===== src/rtl/seg7_pkg.sv =====
// Shared definitions for the 7-segment reader: segment bit positions,
// the active-low glyph table, FSM state encoding and decode result classes.
package seg7_pkg;

    // Bit position of each segment inside the 7-bit seg_n bus.
    localparam int SEG_A = 6;
    localparam int SEG_B = 5;
    localparam int SEG_C = 4;
    localparam int SEG_D = 3;
    localparam int SEG_E = 2;
    localparam int SEG_F = 1;
    localparam int SEG_G = 0;

    // Active-low glyphs (a..g, 0 = segment lit).
    localparam logic [6:0] PAT_0     = 7'b0000001;
    localparam logic [6:0] PAT_1     = 7'b1001111;
    localparam logic [6:0] PAT_2     = 7'b0010010;
    localparam logic [6:0] PAT_3     = 7'b0000110;
    localparam logic [6:0] PAT_4     = 7'b1001100;
    localparam logic [6:0] PAT_5     = 7'b0100100;
    localparam logic [6:0] PAT_6     = 7'b0100000;
    localparam logic [6:0] PAT_7     = 7'b0001111;
    localparam logic [6:0] PAT_8     = 7'b0000000;
    localparam logic [6:0] PAT_9     = 7'b0000100;
    localparam logic [6:0] PAT_BLANK = 7'b1111111;

    typedef enum logic [1:0] {
        IDLE,
        SETTLING,
        COMMITTED
    } state_t;

    typedef enum logic [1:0] {
        VALID,
        BLANK,
        INVALID
    } match_t;

endpackage


===== src/rtl/seg7_pattern_match.sv =====
// Combinational reverse lookup: active-low segment pattern -> BCD value and
// a class telling whether it was a digit, an all-off blank or garbage.
module seg7_pattern_match
    import seg7_pkg::*;
(
    input  logic [6:0] seg_n,
    output logic [3:0] value,
    output match_t     result
);

    // Table lookup; value stays 0 for anything that is not a digit.
    always_comb begin
        value  = 4'd0;
        result = VALID;
        case (seg_n)
            PAT_0:     value = 4'd0;
            PAT_1:     value = 4'd1;
            PAT_2:     value = 4'd2;
            PAT_3:     value = 4'd3;
            PAT_4:     value = 4'd4;
            PAT_5:     value = 4'd5;
            PAT_6:     value = 4'd6;
            PAT_7:     value = 4'd7;
            PAT_8:     value = 4'd8;
            PAT_9:     value = 4'd9;
            PAT_BLANK: result = BLANK;
            default:   result = INVALID;
        endcase
    end

endmodule


===== src/rtl/seg7_reader.sv =====
// Reads back a multiplexed active-low 7-segment display. Each digit-select
// plus segment pattern must be seen unchanged for STABLE_CYCLES enabled
// samples before it is decoded and stored in that digit's slot.
module seg7_reader
    import seg7_pkg::*;
#(
    parameter int NUM_DIGITS    = 4,
    parameter int STABLE_CYCLES = 3
) (
    input  logic                    clk,
    input  logic                    rst,
    input  logic                    sample_en,
    input  logic [6:0]              seg_n,
    input  logic [NUM_DIGITS-1:0]   dig_n,
    output logic [4*NUM_DIGITS-1:0] digits,
    output logic [NUM_DIGITS-1:0]   digit_valid,
    output logic [NUM_DIGITS-1:0]   blank,
    output logic                    upd_pulse,
    output logic [2:0]              upd_index,
    output logic                    err_pulse
);

    localparam logic [3:0] CNT_MAX = 4'(STABLE_CYCLES);

    logic [6:0]            seg_meta;
    logic [6:0]            s_seg;
    logic [NUM_DIGITS-1:0] dig_meta;
    logic [NUM_DIGITS-1:0] s_dig;

    state_t                state;
    logic [3:0]            cnt;
    logic [6:0]            ref_seg;
    logic [NUM_DIGITS-1:0] ref_dig;

    // Commit decided on the final stable sample, applied one clock later.
    logic                  pend;
    logic [2:0]            pend_idx;
    logic [3:0]            pend_val;
    match_t                pend_res;

    logic                  onehot;
    logic                  same;
    logic [2:0]            sample_idx;
    logic [3:0]            match_val;
    match_t                match_res;

    // Two-flop synchronisers; all-ones is the idle (nothing lit) level.
    always_ff @(posedge clk or posedge rst) begin
        if (rst) begin
            seg_meta <= '1;
            s_seg    <= '1;
            dig_meta <= '1;
            s_dig    <= '1;
        end else begin
            seg_meta <= seg_n;
            s_seg    <= seg_meta;
            dig_meta <= dig_n;
            s_dig    <= dig_meta;
        end
    end

    // Select qualification and position of the single active-low enable.
    always_comb begin
        onehot     = ($countones(~s_dig) == 1);
        same       = (s_seg == ref_seg) && (s_dig == ref_dig);
        sample_idx = 3'd0;
        for (int i = 0; i < NUM_DIGITS; i++) begin
            if (!s_dig[i]) sample_idx = 3'(i);
        end
    end

    seg7_pattern_match u_match (
        .seg_n  (s_seg),
        .value  (match_val),
        .result (match_res)
    );

    // Settling FSM: counts identical enabled samples and requests a commit
    // exactly once per settled pattern.
    always_ff @(posedge clk or posedge rst) begin
        if (rst) begin
            state    <= IDLE;
            cnt      <= 4'd0;
            ref_seg  <= '1;
            ref_dig  <= '1;
            pend     <= 1'b0;
            pend_idx <= 3'd0;
            pend_val <= 4'd0;
            pend_res <= VALID;
        end else begin
            pend <= 1'b0;
            if (sample_en) begin
                case (state)
                    IDLE: begin
                        if (onehot) begin
                            ref_seg <= s_seg;
                            ref_dig <= s_dig;
                            cnt     <= 4'd1;
                            state   <= SETTLING;
                        end
                    end
                    SETTLING: begin
                        if (!onehot) begin
                            cnt   <= 4'd0;
                            state <= IDLE;
                        end else if (!same) begin
                            ref_seg <= s_seg;
                            ref_dig <= s_dig;
                            cnt     <= 4'd1;
                        end else begin
                            cnt <= (cnt == CNT_MAX) ? cnt : cnt + 4'd1;
                            if (cnt == CNT_MAX - 4'd1) begin
                                state    <= COMMITTED;
                                pend     <= 1'b1;
                                pend_idx <= sample_idx;
                                pend_val <= match_val;
                                pend_res <= match_res;
                            end
                        end
                    end
                    COMMITTED: begin
                        if (!onehot) begin
                            cnt   <= 4'd0;
                            state <= IDLE;
                        end else if (!same) begin
                            ref_seg <= s_seg;
                            ref_dig <= s_dig;
                            cnt     <= 4'd1;
                            state   <= SETTLING;
                        end
                    end
                    default: begin
                        cnt   <= 4'd0;
                        state <= IDLE;
                    end
                endcase
            end
        end
    end

    // Registered commit: only the addressed digit's slot changes.
    always_ff @(posedge clk or posedge rst) begin
        if (rst) begin
            digits      <= '0;
            digit_valid <= '0;
            blank       <= '0;
            upd_pulse   <= 1'b0;
            upd_index   <= 3'd0;
            err_pulse   <= 1'b0;
        end else begin
            upd_pulse <= pend;
            err_pulse <= pend && (pend_res == INVALID);
            if (pend) upd_index <= pend_idx;
            for (int i = 0; i < NUM_DIGITS; i++) begin
                if (pend && (pend_idx == 3'(i))) begin
                    case (pend_res)
                        VALID: begin
                            digits[4*i +: 4] <= pend_val;
                            digit_valid[i]   <= 1'b1;
                            blank[i]         <= 1'b0;
                        end
                        BLANK: begin
                            digit_valid[i] <= 1'b0;
                            blank[i]       <= 1'b1;
                        end
                        default: begin
                            digit_valid[i] <= 1'b0;
                            blank[i]       <= 1'b0;
                        end
                    endcase
                end
            end
        end
    end

endmodule


===== config.mk =====
export PLATFORM = sky130hd
export DESIGN_NAME = seg7_reader
export DESIGN_NICKNAME = d
export VERILOG_FILES = /design/src/rtl/seg7_pkg.sv /design/src/rtl/seg7_pattern_match.sv /design/src/rtl/seg7_reader.sv
export SDC_FILE = /design/constraint.sdc
export NUM_CORES = 1
export LEC_CHECK = 0
export BUFFER_PORTS_ARGS = -buffer_cell sky130_fd_sc_hd__buf_4
export CAP_MARGIN = 20
export CORE_UTILIZATION = 50
export DETAILED_ROUTE_END_ITERATION = 10
export GPL_ROUTABILITY_DRIVEN = 1
export GPL_TIMING_DRIVEN = 0
export PLACE_DENSITY_LB_ADDON = 0.12
export SYNTH_ARGS = -nofsm -noshare
export SYNTH_HDL_FRONTEND = slang
export SYNTH_SLANG_ARGS = --single-unit

===== constraint.sdc =====
create_clock -name clk -period 7.15 [get_ports clk]
set_clock_uncertainty 0.1 [all_clocks]
set_input_delay 1.0725 -clock clk [delete_from_list [all_inputs] [get_ports clk]]
set_output_delay 1.0725 -clock clk [all_outputs]
set_load 0.01 [all_outputs]

# == Yosys cells after proc, flatten, opt, wreduce, memory -nomap -nowiden ==
# Index checks and enable logic that the tools add are counted.
# totals
regBits,78
in_bits,14
output_inout_bits,29
wordCells,116
# classes
addsub,4
eq_ne,29
n_mux,34
bitwise,1
reduce_logical,21
# op_table
cell,n
$mux W4,9
$pmux W4 S9,1
$eq A7 B7 Y1 const B,3
$mux W7,3
$reduce_and A5 Y1,3
$eq A7 B3 Y1 const B,2
$eq A7 B6 Y1 const B,2
$pmux W7 S2,1
$mux W2,6
$pmux W4 S3,1
$reduce_or A10 Y1,1
$ne A3 B3 Y1 const B,3
$eq A4 B2 Y1 const B,2
$mux W1,8
$pmux W4 S2,1
$reduce_and A2 Y1,4
$eq A7 B1 Y1 const B,1
$eq A7 B4 Y1 const B,1
$eq A7 B5 Y1 const B,1
$eq A7 B7 Y1,1
$logic_not A7 Y1,1
$eq A3 B1 Y1 const B,2
$eq A3 B2 Y1 const B,2
$logic_and A1 B1 Y1,6
18 further kinds,24

# == Logic depth before layout (Yosys ltp) ==
# logic_depth
word_depth,7
mapped_depth,10
depth_no_buf,10

# == Hierarchy ==
# From an unflattened synthesis, not the netlist that was laid out.
# hier_totals
hier_cells,257
hier_area_um2,3325.7
# by_module_without_submodules
mod,n_inst,cells_per_inst,area_each_um2,seq_area_each_um2
seg7_reader,1,225,3123.0,1943.1
seg7_pattern_match,1,32,202.7,0.0

# == Worst setup path before layout ==
# No wires, ideal clock.
# synth_path
kind,reg-to-reg
from,register s_dig[0]
to,register cnt[2]
setup_time_ns,0.095
arrival_ns,2.714
required_time_ns,6.955
slack_ns,4.240
path_stages_with_launch,11
path_buffers,0
synth_period_minus_slack_ns,2.910
path_cell_list,dfstp_2 fa_1 inv_1 ha_1 ha_1 nor3b_1 nand2_1 o31a_1 o21ai_4 o21ai_0 o31ai_1
# synth_between
elab_chain_len,6
word_cells_on_any_way,14
cone_classes,add/sub: 2; eq/ne: 5; mux: 4; bitwise: 1; reduce/logical: 2
# synth_lines
element,line_no,text
from (decl),seg7_reader.sv:28,logic [NUM_DIGITS-1:0] s_dig;
from (signal assigned),seg7_reader.sv:58,s_dig <= dig_meta;
$not A4 Y4,seg7_reader.sv:64,onehot = ($countones(~s_dig) == 1);
$add A1 B1 Y2 (implied by the code),seg7_reader.sv:64,
$add A2 B2 Y3 (implied by the code),seg7_reader.sv:64,
$eq A3 B1 Y1,seg7_reader.sv:64,
"$ne A4 B4 Y1 (no source line), or another cell as far along",--,
$reduce_and A4 Y1 (no source line) or $pmux W4 S3 (tied branches),--,
to (signal assigned),seg7_reader.sv:111,cnt <= (cnt == CNT_MAX) ? cnt : cnt + 4'd1;
to (decl),seg7_reader.sv:31,logic [3:0] cnt;
# Several ways; a longest one is shown, not always the timed one.
# A chain may end at the register's enable or synchronous reset.

# == Final worst setup path ==
# layout_path
from,register s_dig[3]
to,register cnt[2]
# Same word-level chain as after synthesis.

==> results.yml <==
outcome:
  outcome: "completed"
global_route:
  grt.overflow.total: 0
  antenna_found_initial: 0
  grt_pass1_vias: 1988
  grt_use_met1: 0.234
  grt_max_degree: 47
  use_met2: 0.262
  grt_pass1_wl_um: 9290
  gr-max-usage-layer: "met2"
  grt.total_usage: 0.172
  grtUsageMet3: 0.0388
cells_and_area:
  final_net_count: 324
  drive_gt1_frac: 0.471
  syn2layout_area_growth_pct: 18.5
  diodes: 0
  final_core_util: 0.617
hold_path:
  min_path_type: "reg2reg"
critical_path:
  critical_path.most_common_cell: "ha_1"
  crit_arrival_ps: 3490
  cp-end-kind: "register"
  crit_required_ps: 7290
  path_cells: "fa_1 -> inv_1 -> ha_1 -> ha_1 -> nor3b_1 -> nand2_1 -> o31a_1 -> o21ai_4 -> o21ai_0 -> o31ai_1"
  critPathSlowestCell: "dfstp_2"
  crit_path_max_fanout: 8
  crit_type: "reg2reg"
  setup.worst_path.start_class: "register"
  critPathMaxStageDelay_ps: 590
timing:
  hold_viol_final: 0
  drv_slew: 0
  rsz0062_at_grt: "false"
  tns_ps: 0
  fmax_mhz: 299
  setup_viol: 0
  post-route-min-period_ps: 3340
  max_slew_margin: 0.545
  tightest_slew_ps: 682
  finalCritPeriodShare: 0.468
clock_tree:
  cts_resized: 0
  htreeDepth: 3
  clk_pin_slew_worst_paths_ps: 70
  cts_root_buf: "clkbuf_8"
  cts-hold-fix-buffers: 0
  clock_path_buffers: 2
  clock_latency_ps: 330
  post-cts-setup-buffers: 0
  cts.sinks: 76
  cts_buffers: 9
  cts_tree: "yes"
detailed_routing:
  vias: 2022
  via_per_inst: 5.28
  first_pass_iters: 4
  routed_wl_um: 5380
  drt-initial-drc-count: 76
  routedWlPerCell_um: 14.0
  ant_nets: 0
  drc_errors: 0
pwr:
  combPwrFrac: 0.155
  power.density_nw_per_um2: 248
  power_frac_seq: 0.548
  peakVddDrop_v: 0.000210
  switching_share: 0.260
  p_int_uw: 720
  power_frac_clock: 0.298
  p_leak_uw: 0.00188
  power.total_uw: 972
  p_switching_uw: 253
synth:
  synth_top_family_by_area: "multiplexers"
  async_reset_ff_frac: 1.00
  synth_fa_ha_area_frac: 0.0363
  synth_top_area_share: 0.325
  synth_area_leader_cell: "dfrtp_1"
  synth_common_cells: "dfrtp_1, mux2_2, dfstp_2"
  synthTopCellsByArea: "dfrtp_1, dfstp_2, mux2_2"
  synth_seq_area_share: 0.588
  synthXorXnorAreaFrac: 0.0367
  ys_types: 47
  yosys_warnings: 0
  synth_mux_area_frac: 0.119
  synth_cells: 248
  synth_ff_type: "dfrtp_1"
  syn_nets: 271
  yosys.area_share.simple: 0.104
  syn_area_um2: 3310
  synth_compound_area_frac: 0.0772
  syn_avg_cell_area_um2: 13.3
  synth.most_common_cell: "dfrtp_1"
  synth-seq-cells: 76
  synth-edff-count: 0
placement:
  hpwlAfterDp_um: 3890
  numPortBuffers: 41
  place_congestion: 0.763
floorplanning:
  fp.dieW_um: 83.3
  die_y_um: 83.3
  ios: 43
  core_area_um2: 6350
  die_area_um2: 6940
  start_util: 0.521
  num_rows: 29
job:
  drv_cap: 0
metal layers:
| layer | vias up | share of wire | wire (µm) |
|---|---|---|---|
| met5 | - | 0 | 0 |
| met4 | 0 | 0.017 | 94 |
| met3 | 8 | 0.039 | 212 |
| met2 | 40 | 0.48 | 2580 |
| met1 | 1006 | 0.46 | 2480 |
| li1 | 968 | - | - |
worst max-delay path, delay by kind of cell, from the launching register on:
kind	cells	cell delay, ps
simple gates	2	890
buf+inv	1	60
compound gates	4	820
flops	1	590
fa+ha+maj	3	780
final timing paths:
| path | cells after the start | end | slack, ps | start |
|---|---|---|---|---|
| worst min register to register | 0 | s_seg[1]$_DFF_PP1_ | 260 | seg_meta[1]$_DFF_PP1_ |
| worst min-delay path | 0 | s_seg[1]$_DFF_PP1_ | 260 | seg_meta[1]$_DFF_PP1_ |
| worst max register to register | 10 | cnt[2]$_DFFE_PP0P_ | 3810 | s_dig[3]$_DFF_PP1_ |
| min in group asynchronous | 2 | s_seg[3]$_DFF_PP1_ | 920 | rst |
| max in group asynchronous | 3 | ref_dig[2]$_DFFE_PP1P_ | 5710 | rst |
| worst max-delay path | 10 | cnt[2]$_DFFE_PP0P_ | 3810 | s_dig[3]$_DFF_PP1_ |
power by group through the flow:
| stage | Combinational (µW) | Sequential (µW) | Clock, µW |
|---|---|---|---|
| after global routing | 169 | 538 | 321 |
| after CTS | 154 | 533 | 299 |
| final | 150 | 533 | 289 |
| after global placement | 146 | 537 | 0 |
| after floorplan | 122 | 533 | 0 |
| after detailed placement | 152 | 540 | 0 |
registers in the layout (all words and copies together) (netlist names):
signal       count
digits          16
ref_seg          7
s_seg            7
seg_meta         7
blank            4
cnt              4
dig_meta         4
digit_valid      4
pend_val         4
ref_dig          4
s_dig            4
pend_idx         2
pend_res         2
state            2
upd_index        2
err_pulse        1
pend             1
upd_pulse        1
logic make-up after synthesis:
family | count (synthesis)
adders and majority gates | 9
AOI/OAI and AO/OA | 34
other | 1
buffers and inverters | 21
muxes | 35
xor gates and xnor gates | 13
and+or+nand+nor | 59
DFF | 76
metrics by stage:
stage                     instance area, µm²  hold slack (ps)  worst slack, ps  std cells
after floorplan                         3310              245             4090        248
after global placement                  3710              245             3200        366
after global routing                    3920              260             3460        383
after CTS                               3920              258             3800        383
final                                   3920              256             3810        383
after detailed placement                3740              247             3850        367
final cells by class:
cell class | count | area [µm²]
plain buffers | 12 | 90.1
clock buffers | 12 | 155
clock inverters | 4 | 23.8
fillers | 518 | 2430
inverters | 9 | 36.3
multi-input cells | 151 | 1240
flip-flops and latches | 76 | 1940
well taps | 77 | 96.3
repair buffers | 42 | 335
layout by cell type, fill, tap and decap left out, types with 5 or more instances in the layout:
master	count
buf_4	42
buf_6	5
clkbuf_8	11
dfrtp_1	43
dfstp_2	33
ha_1	8
inv_1	8
mux2_2	34
nand2_1	23
nor2b_1	5
o21ai_0	10
o41ai_1	5
xor2_1	12
(Power assumes the default switching activity.)
